===== config.mk =====
export PLATFORM = sky130hd
export DESIGN_NAME = serial_addsub
export DESIGN_NICKNAME = d
export VERILOG_FILES = /design/src/rtl/serial_addsub.sv
export SDC_FILE = /design/constraint.sdc
export NUM_CORES = 1
export LEC_CHECK = 0
export ABC_AREA = 1
export CAP_MARGIN = 25
export CORE_ASPECT_RATIO = 1.2
export CORE_MARGIN = 5
export CORE_UTILIZATION = 55
export DETAILED_ROUTE_END_ITERATION = 12
export PLACE_DENSITY_LB_ADDON = 0.05
export SYNTH_ARGS = -nofsm -noshare
export SYNTH_HDL_FRONTEND = slang
export SYNTH_SLANG_ARGS = --single-unit
export TNS_END_PERCENT = 30

===== constraint.sdc =====
create_clock -name clk -period 3 [get_ports clk]
set_input_delay 0.3 -clock clk [delete_from_list [all_inputs] [get_ports clk]]
set_output_delay 0.3 -clock clk [all_outputs]
set_load 0.02 [all_outputs]

===== src/rtl/serial_addsub.sv =====
// serial_addsub: digit-serial adder/subtractor, DIGIT bits per clock LSB first,
// with registered inter-slice carry and unsigned carry / signed overflow flags.
module serial_addsub #(
    parameter int WIDTH = 8,
    parameter int DIGIT = 1
) (
    input  logic             clk,
    input  logic             rst,
    input  logic             start,
    input  logic             mode,
    input  logic             cin,
    input  logic [WIDTH-1:0] a_in,
    input  logic [WIDTH-1:0] b_in,
    output logic             busy,
    output logic             done,
    output logic [WIDTH-1:0] result,
    output logic             cout,
    output logic             ovf
);
    localparam int N  = WIDTH / DIGIT;
    localparam int CW = (N > 1) ? $clog2(N) : 1;

    typedef enum logic [1:0] {IDLE, RUN, DONE} state_t;

    state_t           state_q, state_d;
    logic [WIDTH-1:0] a_q, a_d, b_q, b_d, result_q, result_d;
    logic             carry_q, carry_d, cout_q, cout_d, ovf_q, ovf_d;
    logic [CW-1:0]    cnt_q, cnt_d;
    logic [DIGIT:0]   slice;
    logic             c_msb;

    always_comb begin
        slice    = {1'b0, a_q[DIGIT-1:0]} + {1'b0, b_q[DIGIT-1:0]} + {{DIGIT{1'b0}}, carry_q};
        // carry into the slice MSB recovered from its sum bit: s = a ^ b ^ c
        c_msb    = a_q[DIGIT-1] ^ b_q[DIGIT-1] ^ slice[DIGIT-1];
        state_d  = state_q;
        a_d      = a_q;
        b_d      = b_q;
        result_d = result_q;
        carry_d  = carry_q;
        cout_d   = cout_q;
        ovf_d    = ovf_q;
        cnt_d    = cnt_q;
        case (state_q)
            IDLE: if (start) begin
                a_d      = a_in;
                b_d      = mode ? ~b_in : b_in;
                carry_d  = mode ? 1'b1 : cin;
                result_d = '0;
                cnt_d    = '0;
                state_d  = RUN;
            end
            RUN: begin
                a_d      = a_q >> DIGIT;
                b_d      = b_q >> DIGIT;
                result_d = (result_q >> DIGIT) | (WIDTH'(slice[DIGIT-1:0]) << (WIDTH - DIGIT));
                carry_d  = slice[DIGIT];
                cnt_d    = cnt_q + CW'(1);
                if (cnt_q == CW'(N - 1)) begin
                    cout_d  = slice[DIGIT];
                    ovf_d   = c_msb ^ slice[DIGIT];
                    state_d = DONE;
                end
            end
            DONE:    state_d = IDLE;
            default: state_d = IDLE;
        endcase
    end

    always_ff @(posedge clk) begin
        if (rst) begin
            state_q  <= IDLE;
            a_q      <= '0;
            b_q      <= '0;
            result_q <= '0;
            carry_q  <= 1'b0;
            cout_q   <= 1'b0;
            ovf_q    <= 1'b0;
            cnt_q    <= '0;
        end else begin
            state_q  <= state_d;
            a_q      <= a_d;
            b_q      <= b_d;
            result_q <= result_d;
            carry_q  <= carry_d;
            cout_q   <= cout_d;
            ovf_q    <= ovf_d;
            cnt_q    <= cnt_d;
        end
    end

    assign busy   = state_q == RUN;
    assign done   = state_q == DONE;
    assign result = result_q;
    assign cout   = cout_q;
    assign ovf    = ovf_q;
endmodule

---- Word level (Yosys, flattened, before mapping) ----
Cells that the tools add are included.
Widths: inputs -> output; s select.
word-level totals
  register bits after elaboration ......... 32
  input port bits ......................... 21
  output and inout port bits .............. 12
  word-level logic and storage cells ...... 41
operators by class
  add/subtract/negate cells ............... 3
  eq/ne operators ......................... 5
  multiplexer cells ....................... 15
  bitwise gates (word level) .............. 5
  reductions and logical operators ........ 5
operators with widths
  kind                 count
  $pmux 8 s2           3
  $mux 8               4
  $not 8->8            1
  $or 7x8->8           1
  $pmux 3 s2           1
  $reduce_and 2->1     3
  $mux 2               2
  $pmux 2 s2           1
  $add 3x1->3 const B  1
  $eq 3x3->1 const B   1
  $mux 3               1
  $xor 1x1->1          3
  $add 1x1->2          1
  $add 2x1->2          1
  $eq 2x1->1 const B   1
  $eq 2x2->1 const B   1
  $logic_not 2->1      1
  $mux 1               2
  $ne 2x1->1 const B   1
  $ne 2x2->1 const B   1
  $pmux 1 s2           1
  $reduce_bool 2->1    1

---- Depth between registers and ports, before layout ----
  depth in word-level cells ............... 4
  depth in mapped cells ................... 8
  mapped depth without buffers ............ 8

---- Worst setup path after synthesis ----
OpenSTA, ideal clock, no wires.
  path kind ............................... register to register
  start ................................... reg a_q[0]
  end ..................................... reg ovf_q (netlist: ovf)
  library setup time ...................... 0.070 ns
  arrival ................................. 1.335 ns
  data required time ...................... 2.930 ns
  setup slack ............................. 1.595 ns
  stages on the path, launching flop included .. 9
  buffers on the path ..................... 0
  clock period less this slack ............ 1.405 ns
  cells stage by stage .................... dfxtp_1 > inv_1 > fa_1 > inv_1 > nand2_1 > nand2_1 > nand2_1 > nand2_1 > a21oi_1
on the way
  cells in the longest elaborated chain, start to end .. 4
  elaborated cells on any way between the ends .. 5
  classes of those cells .................. 2 x add/sub; 3 x bitwise
ends and longest elaborated chain
  what                    RTL line  RTL
  start, declared         26        logic [WIDTH-1:0] a_q, a_d, b_q, b_d, result_q, result_d;
  start signal, assigned  73        a_q <= '0;
  start signal, assigned  82        a_q <= a_d;
  $add 1x1->2             33        slice = {1'b0, a_q[DIGIT-1:0]} + {1'b0, b_q[DIGIT-1:0]} + {{DIGIT{1'b0}}, carry_q};
  $add 2x1->2             33
  $xor 1x1->1             35        c_msb = a_q[DIGIT-1] ^ b_q[DIGIT-1] ^ slice[DIGIT-1];
  $xor 1x1->1 (*)         61        ovf_d = c_msb ^ slice[DIGIT];
  end signal, assigned    87        ovf_q <= ovf_d;
  end, declared           27        logic carry_q, carry_d, cout_q, cout_d, ovf_q, ovf_d;
Every way passes the cells marked *; elsewhere a longest branch is shown, timed or not.
A chain may end at the register's enable or synchronous reset.

---- Final worst setup path ----
  start ................................... reg state_q[0]
  end ..................................... out busy
on the way
  cells in the longest elaborated chain, start to end .. 1
ends and longest elaborated chain
  what                    RTL line  RTL
  start, declared         25        state_t state_q, state_d;
  start signal, assigned  81        state_q <= state_d;
  $eq 2x1->1              92        assign busy = state_q == RUN;
  end, declared           14        output logic busy,
Every way passes these cells.

==> results.toml <==
[outcome]
status = "finished, final reports clean"

[power_and_ir_drop]
p_leak_nw = 0.991
finalPower_mw = 0.956
vdd_drop_max_uv = 344
power.density_nw_per_um2 = 465

[setup_path]
critPathLaunchType = "flop"
worstPathCellList = "nand2_4 -> inv_6 -> clkdlybuf4s50_1"
critPathSlowestCell = "clkdlybuf4s50_1"
critical-path-top-delay-family = "buffers and inverters"
critPathBufInv = 2
crit_path_max_incr_delay_ps = 650
arrival_ps = 1860
end_kind = "output port"
crit_required_ps = 2700
worstSetupPathType = "flop to output port"
crit_fanout = 28

[global_routing]
grt_pass1_wl_mm = 6.04
grt_pass1_vias = 1375
grtUsageTotal_pct = 18.6
gr-total-overflow = 0
antenna_found_initial = 0
grt_max_degree = 29

[clock_tree]
cts_htree_levels = 2
postCtsResizedCells = 0
cts_buffers = 5
clockRootBuffer = "clkbuf_4"
cts_max_path_buffers = 2
cts_hold_buffers = 0
clk_latency_ps = 340
clk_pin_slew_worst_paths_ps = 100
post_cts_buffers = 0
cts.sinks = 32
cts_tree = "yes"

[flow_run]
maxCapViolations = 0

[floorplan]
row_count = 22
dieHeight_um = 70.4
core-area_um2 = 3000
fp.dieW_um = 60.3
ios = 33
die_area_um2 = 4250
start_util_pct = 55.8

[worst_hold_path]
hold_class = "flop to flop"

[placement]
routabilityCongestion = 0.742
placed_cell_area_um2 = 1980
port_buffers = 32
hpwl_mm = 2.42
dp_cells = 302
preCtsSetupSlack_ps = 1100

[route]
drt_pre_antenna_iters = 4
drt_iter0_drc = 35
routedWlPerCell_um = 11.1
vias = 1467
avgViaCountPerCell = 4.73
drc = 0
wl_mm = 3.44
antenna_left = 0

[synth]
syn_nets = 264
synth-seq-cells = 32
synth.avg_cell_area_um2 = 6.97
yosys_most_used_dff = "dfxtp_1"
synth_edf_count = 0
synth_warnings = 0
synth_cells = 240
ys_types = 25
yosysSeqAreaShare_pct = 38.3
async_flop_share_pct = 0
yosys.area.top_type = "dfxtp_1"
yosys.area.top_type_share_pct = 38.3
netlist_area_um2 = 1670
yosys-top-cells-area = "dfxtp_1 38%, nand2_1 24%, a21oi_2 5.8%, inv_1 5.2%, nand3_2 4.2%"

[timing]
setup-tns-final_ps = 0
slew_viol_final = 0
rsz0062_at_grt = "no"
hold_viol = 0
setup_slack_ps = 841
fin_crit_ps = 2160
relSlewSlack_pct = 53.3
worst_pin_slew_ps = 699
fin_crit_sh_pct = 72.0
setup_violations = 0
fmax_mhz = 463
fin_skew_ps = 10.7

[cells_and_area]
area_growth_pct = 23.0
nets = 297
fin_area_um2 = 2060
final_cell_mix = "106 x nand2_1, 32 x dfxtp_1, 32 x clkdlybuf4s50_1"
layout-drive-gt1-share_pct = 16.1
final_cells = 310
final_common_cell = "nand2_1"
fillCellCount = 285
antennaDiodeCount = 0
## state kept, by name (all words and copies together) (netlist names)
signal   count
b_q          8
cnt_q        3
ovf          1
carry_q      1
result       8
cout         1
a_q          8
state_q      2
## report_power, final
part | switching, mW | internal, mW
Combinational | 0.0959 | 0.0718
Sequential | 0.0158 | 0.447
Clock | 0.151 | 0.175
Total | 0.262 | 0.693
## cell type report
type | instances | area [um^2] | area share, %
multi-input cells | 172 | 853 | 41.5
clock inverters | 2 | 35.0 | 1.70
clock buffers | 6 | 41.3 | 2.01
inverters | 29 | 114 | 5.54
repair buffers | 33 | 328 | 15.9
flip-flops and latches | 32 | 641 | 31.1
well taps | 36 | 45.0 | 2.19
## metrics by stage
step | util (%) | hold WS (ps)
2_1_floorplan | - | 362
3_3_place_gp | 66.0 | 456
3_5_place_dp | 66.0 | 458
4_1_cts | 68.6 | 473
5_1_grt | 68.6 | 491
6_report | 68.6 | 477
## path summary, 6_finish.rpt
path	from	endpoint	slack, ps	depth (start not counted)
worst max-delay path	state_q[0]$_SDFFE_PP0P_	busy	840	3
worst min-delay path	a_q[7]$_SDFFE_PP0P_	a_q[7]$_SDFFE_PP0P_	480	2
worst max register to register	a_q[0]$_SDFFE_PP0P_	ovf$_SDFFE_PP0P_	1440	8
worst min register to register	a_q[7]$_SDFFE_PP0P_	a_q[7]$_SDFFE_PP0P_	480	2
## synthesized netlist by cell type (2+ instances only)
cell,count
a21oi_2,11
ha_1,2
dfxtp_1,32
nor2_2,2
buf_2,3
nand2_1,106
nor2_1,15
nand3_2,7
o21ai_0,8
inv_2,5
buf_6,2
inv_1,23
a21oi_1,4
nand3_1,3
nand2_2,7
## metal layers
layer,GRT usage [%],vias up,wire length (um),part of all wire [%]
met5,0,-,0,0
met4,5.91,0,54,1.6
met3,5.18,6,202,5.9
met2,29.1,35,1600,46
met1,24.2,635,1590,46
li1,-,791,-,-
## worst min-delay path, delay by kind of cell, from the launching register on
kind / cells / cell delay, ps
and+or+nand+nor: 1 / 60
AOI/OAI and AO/OA: 1 / 60
DFF: 1 / 320
## logic make-up (layout without fill, tap and decap cells)
group | Yosys count | after routing | share of synthesized area (%)
and+or+nand+nor | 142 | 142 | 36.6
buffers and inverters | 36 | 70 | 10.7
DFF | 32 | 32 | 38.3
AOI/OAI and AO/OA | 25 | 25 | 10.6
adders and majority gates | 3 | 3 | 2.69
xor gates and xnor gates | 2 | 2 | 1.05
Power figures use the tool's default switching activity.
